===== config.mk =====
export PLATFORM = sky130hd
export DESIGN_NAME = touch_spi
export DESIGN_NICKNAME = d
export VERILOG_FILES = /design/src/rtl/touch_pkg.sv /design/src/rtl/touch_sck_div.sv /design/src/rtl/touch_spi.sv
export SDC_FILE = /design/constraint.sdc
export NUM_CORES = 1
export LEC_CHECK = 0
export ABC_AREA = 1
export BUFFER_PORTS_ARGS = -buffer_cell sky130_fd_sc_hd__buf_4
export CORE_MARGIN = 8
export CORE_UTILIZATION = 42
export CTS_CLUSTER_SIZE = 10
export DETAILED_ROUTE_END_ITERATION = 7
export GPL_TIMING_DRIVEN = 0
export PLACE_DENSITY_LB_ADDON = 0.25
export SYNTH_ARGS = -nofsm -noshare
export SYNTH_HDL_FRONTEND = slang
export SYNTH_HIERARCHICAL = 1
export SYNTH_SLANG_ARGS = --single-unit

===== constraint.sdc =====
create_clock -name clk -period 2.6 [get_ports clk]
set_clock_uncertainty 0.1 [all_clocks]
set_input_delay 0.52 -clock clk [delete_from_list [all_inputs] [get_ports clk]]
set_output_delay 0.52 -clock clk [all_outputs]
set_load 0.05 [all_outputs]

===== src/rtl/touch_pkg.sv =====
// rtl/touch_pkg.sv - shared state type, frame sizes and status-word layout for the touch panel SPI master
package touch_pkg;
  typedef enum logic [1:0] {IDLE, LOW, HIGH} touchState_e;

  localparam int CMD_BITS   = 8;
  localparam int READ_BITS  = 16;
  localparam int TOTAL_BITS = CMD_BITS + READ_BITS;

  localparam int BUSY_BIT   = 15;
  localparam int PEN_BIT    = 14;
  localparam int RESULT_MSB = 11;

  localparam int RX_HI = 14;
  localparam int RX_LO = 3;
endpackage


===== src/rtl/touch_sck_div.sv =====
// rtl/touch_sck_div.sv - sck phase divider; one-cycle phaseTick at the end of each CLK_DIV-cycle phase
module touch_sck_div
  import touch_pkg::*;
#(
  parameter int CLK_DIV = 16
) (
  input  logic clk,
  input  logic rstn,
  input  logic en,
  input  logic clr,
  output logic phaseTick
);
  localparam logic [7:0] DIV_LAST = 8'(CLK_DIV - 1);

  logic [7:0] count;

  assign phaseTick = en && !clr && (count == DIV_LAST);

  always_ff @(posedge clk or negedge rstn) begin
    if (!rstn) begin
      count <= '0;
    end else if (clr || phaseTick) begin
      count <= '0;
    end else if (en) begin
      count <= count + 8'd1;
    end
  end
endmodule


===== src/rtl/touch_spi.sv =====
// rtl/touch_spi.sv - memory-mapped SPI master for an XPT2046-class touch controller
// Optional pen-down input and status bit enabled by defining TOUCH_PENIRQ_EN.
module touch_spi
  import touch_pkg::*;
#(
  parameter int CLK_DIV = 16
) (
  input  logic                clk,
  input  logic                rstn,
  input  logic                load,
  input  logic [CMD_BITS-1:0] in,
`ifdef TOUCH_PENIRQ_EN
  input  logic                penirq_n,
`endif
  output logic [15:0]         out,
  output logic                mosi,
  input  logic                miso,
  output logic                sck
);
  localparam logic [4:0] CMD_CNT  = 5'(CMD_BITS);
  localparam logic [4:0] LAST_BIT = 5'(TOTAL_BITS - 1);

  touchState_e           state;
  logic [4:0]            bitCnt;
  logic [CMD_BITS-1:0]   txShift;
  logic [READ_BITS-1:0]  rxShift;
  logic [RESULT_MSB:0]   result;
  logic                  busy;
  logic                  pen;
  logic                  phaseTick;

  touch_sck_div #(.CLK_DIV(CLK_DIV)) uDiv (
    .clk      (clk),
    .rstn     (rstn),
    .en       (state != IDLE),
    .clr      (state == IDLE),
    .phaseTick(phaseTick)
  );

  always_ff @(posedge clk or negedge rstn) begin
    if (!rstn) begin
      state   <= IDLE;
      sck     <= 1'b0;
      mosi    <= 1'b0;
      busy    <= 1'b0;
      bitCnt  <= '0;
      txShift <= '0;
      rxShift <= '0;
      result  <= '0;
    end else begin
      case (state)
        IDLE: begin
          if (load) begin
            txShift <= in;
            rxShift <= '0;
            bitCnt  <= '0;
            mosi    <= in[CMD_BITS-1];
            busy    <= 1'b1;
            state   <= LOW;
          end
        end
        LOW: begin
          if (phaseTick) begin
            sck   <= 1'b1;
            state <= HIGH;
            // Reply bits only follow the command; earlier miso is don't-care.
            if (bitCnt >= CMD_CNT) rxShift <= {rxShift[READ_BITS-2:0], miso};
          end
        end
        HIGH: begin
          if (phaseTick) begin
            sck <= 1'b0;
            if (bitCnt == LAST_BIT) begin
              state  <= IDLE;
              busy   <= 1'b0;
              mosi   <= 1'b0;
              bitCnt <= '0;
              result <= rxShift[RX_HI:RX_LO];
            end else begin
              state   <= LOW;
              bitCnt  <= bitCnt + 5'd1;
              txShift <= {txShift[CMD_BITS-2:0], 1'b0};
              mosi    <= txShift[CMD_BITS-2];
            end
          end
        end
        default: state <= IDLE;
      endcase
    end
  end

`ifdef TOUCH_PENIRQ_EN
  logic [1:0] penSync;

  always_ff @(posedge clk or negedge rstn) begin
    if (!rstn) penSync <= 2'b11;
    else       penSync <= {penSync[0], penirq_n};
  end

  assign pen = ~penSync[1];
`else
  assign pen = 1'b0;
`endif

  always_comb begin
    out               = '0;
    out[BUSY_BIT]     = busy;
    out[PEN_BIT]      = pen;
    out[RESULT_MSB:0] = result;
  end
endmodule


# Yosys cells after proc, flatten, opt, wreduce, memory -nomap -nowiden

Index checks and enable logic that the tools add are counted.

Reductions and logical operators: 17
Mux-type cells: 30
Magnitude comparators: 1
Equality and inequality tests: 10
Add/sub/neg operators: 2

Operator list:

| cell                | number |
|---|---|
| $mux 15             | 3 |
| $pmux 15 s2         | 1 |
| $mux 7              | 3 |
| $mux 8              | 2 |
| $mux 5              | 3 |
| $pmux 7 s2          | 1 |
| $reduce_and 3->1    | 4 |
| $reduce_and 4->1    | 3 |
| $pmux 5 s2          | 1 |
| $reduce_bool 2->1   | 5 |
| $mux 1              | 9 |
| $add 8x1->8 const B | 1 |
| $eq 8x4->1 const B  | 1 |
| $ne 2x2->1 const B  | 4 |
| $mux 2              | 3 |
| $pmux 1 s2          | 3 |
| $pmux 2 s3          | 1 |
| $add 5x1->5 const B | 1 |
| $eq 5x5->1 const B  | 1 |
| $ge 5x4->1 const B  | 1 |
| $ne 2x1->1 const B  | 2 |
| $eq 2x1->1 const B  | 1 |
| $eq 2x2->1 const B  | 1 |
| $logic_and 1x1->1   | 2 |
| other kinds (3)     | 3 |

Bits of input ports: 12
Output and inout bits: 18
Register bits after elaboration: 52

# Longest topological paths before layout

Depth in word-level cells: 6
Mapped depth: 10
Mapped depth without buffers: 9

# By module

The synthesis kept the hierarchy.

Modules (own cells, without submodules):

| module        | area each (sq um) | times used | sequential area each (sq um) | cells an instance |
|---|---|---|---|---|
| touch_spi     | 1990.7            | 1          | 1101.1                       | 235 |
| touch_sck_div | 543.0             | 1          | 200.2                        | 76 |

# Worst setup path after synthesis

No wires, ideal clock.

Path kind: flip-flop to flip-flop
Start: register state[1]
End: register result[0]
Path buffers: 1
Path slack: 486 ps
Period minus slack after synthesis: 2114 ps
Data required time: 2381 ps
Cell stages (with the launch flop): 11
Arrival: 1894 ps
Library setup time: 119 ps
Cell sequence: dfrtp_1 -> nor2_2 -> inv_1 -> nand4_1 -> nor3b_1 -> nand3_2 -> nor2_2 -> inv_2 -> buf_2 -> nand2_1 -> nand2_1

Longest elaborated chain between the ends: 5
Elaborated cells between the ends (all ways): 7
Those cells by class: eq/ne (1); reduce/logical (6)

Ends and longest elaborated chain:

| what                                  | RTL line            | RTL |
|---|---|---|
| start, declared                       | touch_spi.sv:23     | `touchState_e state;` |
| start signal, assigned                | touch_spi.sv:42     | `state <= IDLE;` |
| start signal, assigned                | touch_spi.sv:59     | `state <= LOW;` |
| start signal, assigned                | touch_spi.sv:65     | `state <= HIGH;` |
| $logic_not 2->1                       | touch_spi.sv:36     | `.clr (state == IDLE),` |
| $logic_not 1->1                       | touch_sck_div.sv:17 | `assign phaseTick = en && !clr && (count == DIV_LAST);` |
| $logic_and 1x1->1 (*) (2 in series)   | touch_sck_div.sv:17 |  |
| named net phaseTick                   | touch_spi.sv:30     | `logic phaseTick;` |
| $reduce_and 3->1 (no source line) (*) | n/a                 |  |
| end signal, assigned                  | touch_spi.sv:78     | `result <= rxShift[RX_HI:RX_LO];` |
| end, declared                         | touch_spi.sv:27     | `logic [RESULT_MSB:0] result;` |

Mark *: on every way through the listed nets, which the timed path passes. The rest lies on a longest branch.
A chain may end at the register's enable or synchronous reset.

# Worst setup path after layout

Start: register state[1]
End: register result[5]

Same word-level chain as after synthesis.

==> metrics.md <==
| Metric | Value |
|---|---|
| Yosys warns | 6 |
| Multi-input logic area | 1076 um2 |
| # diodes | 0 |
| Number of global-route vias before repair | 1,917 |
| Final HPWL DP | 3534 um |
| Crit path time final | 2.316 ns |
| Worst slew margin | 56.66% |
| Mean Syn Cell Area | 8.147 um2 |
| Gpl congestion | 0.8030 |
| Crit path required time | 2.70 ns |
| Clk sinks | 52 |
| Post-layout power | 1.397 mW |
| Post-CTS Setup Inserts | 0 |
| Worst-Margin Slew | 0.6502 ns |
| Leak | 1.503 nW |
| Floorplan core area | 5886 um2 |
| Vias post-DR | 1,979 |
| Die area | 8774 um2 |
| Share of layout cells above drive strength 1 | 23.92% |
| Setup tns final | 0 ns |
| Fillers | 580 |
| Reg area | 1301 um2 |
| Root Buffer | clkbuf_8 |
| RSZ-0062 raised after global routing | no |
| Critical path endpoint category | register |
| Slew Viols, Final | 0 |
| Wirelength, routed | 4912 um |
| TritonRoute pass-1 iters | 4 |
| Hold WC Path Type | in -> async |
| Final net count | 360 |
| Max_cap viols | 0 |
| Vias per cell | 4.690 |
| Commonest non-fill, non-tap cell in the layout | nand2_1 |
| Post-Syn Area | 2534 um2 |
| Cts hold-fix bufs | 0 |
| Largest net degree at the start of global routing | 53 |
| Clock insertion delay at the later pin of the skew report | 0.30 ns |
| Crit Path Max Fanout | 10 |
| Reg2Reg Capture Point | result[5]$_DFFE_PN0P_ |
| Area Growth Syn to Fin | 16.30% |
| Hold WS | 0.1420 ns |
| Htree depth | 2 |
| Most frequent cells in the layout | nand2_1, dfrtp_1, buf_4 |
| Sequential fraction of the synthesis area | 51.36% |
| Final period utilization | 89.06% |
| WL/cell | 11.64 um |
| Worst Path Arrival | 2.42 ns |
| Worst R2R Setup Slack | 0.28 ns |
| FP Rows | 28 |
| CP startpoint kind | register |
| Number of gates resized after cts | 0 |
| Outcome | complete, no violations |
| Reg2reg start | state[1]$_DFFE_PN0P_ |
| #FFs+latches synth | 52 |
| Count of different cell masters after synthesis | 28 |
| 1st-iter DRT viols | 81 |
| CTS Buf Count | 5 |
| IO Count | 30 |
| Clock transition at the registers of the reported paths | 0.09 ns |
| CTS max path bufs | 2 |
| Chip height | 93.67 um |
| Worst Path Class, Setup | reg -> reg |
| Layout Utilization | 50.06% |
| Remaining antenna violation count after routing | 0 |
| First-pass GRT wire length | 8721 um |
| R2R depth | 10 |
| DRC | 0 |
| Initial Util | 43.05% |
| Initial antenna violation count | 0 |
| Maximum clock rate | 0.4318 GHz |
| Cell Pwr Density | 474.1 nW/um2 |
| Max rail drop VDD | 257.1 uV |
| CTS tree | yes |
| Port-buffer cells | 26 |
| Gr usage total | 12.29% |
| Synth Instances | 311 |
| Grt total ovfl | 0 |
| Final setup fails | 0 |
| Hold Vio Cnt, Final | 0 |
| Chip width | 93.67 um |
per-layer routing:
| layer | vias to the layer above | global-route usage [%] | wire [um] |
|---|---|---|---|
| li1 | 1041 | - | - |
| met1 | 902 | 15.51 | 2392 |
| met2 | 32 | 19.27 | 2200 |
| met3 | 4 | 3.997 | 264 |
| met4 | 0 | 4.359 | 55 |
| met5 | - | 0 | 0 |
how the worst max path moves through the flow:
stage               cells after the start  slack [ns]                     to                 start
floorplan                              10        0.49  result[0]$_DFFE_PN0P_  state[1]$_DFFE_PN0P_
global placement                       10        0.16       busy$_DFFE_PN0P_  state[1]$_DFFE_PN0P_
detailed placement                     10        0.15  result[5]$_DFFE_PN0P_  state[1]$_DFFE_PN0P_
CTS                                    10        0.12  result[5]$_DFFE_PN0P_  state[1]$_DFFE_PN0P_
global route                           10        0.04       busy$_DFFE_PN0P_  state[1]$_DFFE_PN0P_
finish                                 10        0.28  result[5]$_DFFE_PN0P_  state[1]$_DFFE_PN0P_
kinds of logic after synthesis:
group / Yosys count / synth area share [%]
AND/OR/NAND/NOR: 200 / 34.62
flip-flops: 52 / 51.36
buffers and inverters: 33 / 6.667
other: 1 / 0.1480
adder cells (fa/ha/maj): 2 / 0.9875
AO/OA/AOI/OAI: 23 / 6.222
per-stage QoR:
| step | cells | setup slack [ns] | cell area, um2 |
|---|---|---|---|
| after floorplan | 313 | 0.4864 | 2541 |
| after global placement | 414 | 0.1627 | 2830 |
| after detailed placement | 414 | 0.1460 | 2830 |
| after CTS | 422 | 0.1235 | 2942 |
| after global routing | 422 | 0.04083 | 2947 |
| final | 422 | 0.2844 | 2947 |
critical path, stage by stage (launching register included):
cell     delay [ns]
dfrtp_1        0.48
nor2_2         0.13
inv_1          0.16
nand4_1        0.14
nor3b_2        0.37
nand3_2        0.20
nor2_2         0.25
inv_2          0.07
buf_2          0.18
nand2_1        0.08
nand2_1        0.04
layout make-up:
cell class / count / share of cell area (%)
sequential: 52 / 44.16
timing repair buffer: 26 / 6.624
clock buffer: 5 / 2.335
tap: 75 / 3.185
inverter: 21 / 2.760
multi-input combinational: 228 / 36.52
clock inverter: 3 / 1.444
buffer: 12 / 2.972
registers in the layout (all words and copies together) (netlist names):
| name | flops |
|---|---|
| rxShift | 15 |
| result | 12 |
| uDiv/count | 8 |
| txShift | 7 |
| bitCnt | 5 |
| state | 2 |
| busy | 1 |
| mosi | 1 |
| sck | 1 |
where the power goes:
part / leakage, nW / switching (mW) / internal (mW) / total [mW]
logic: 0.747 / 0.0272 / 0.0133 / 0.0405
clock network: 0.0541 / 0.264 / 0.285 / 0.548
registers: 0.702 / 0 / 0.808 / 0.808
cells in the mapped netlist, drive strengths merged:
library cell	number	area, um2
a21oi	2	10.01
buf	12	87.58
conb	1	3.750
dfrtp	52	1301
ha	2	25.02
inv	21	81.33
nand2	147	574.3
nand3	23	120.1
nand3b	1	7.510
nand4	5	37.53
nor2	22	125.1
nor3	1	5.000
nor3b	1	7.510
o21ai	19	132.6
o21bai	1	7.510
o31ai	1	7.510
Note: power is estimated with default switching activity, not from simulation.
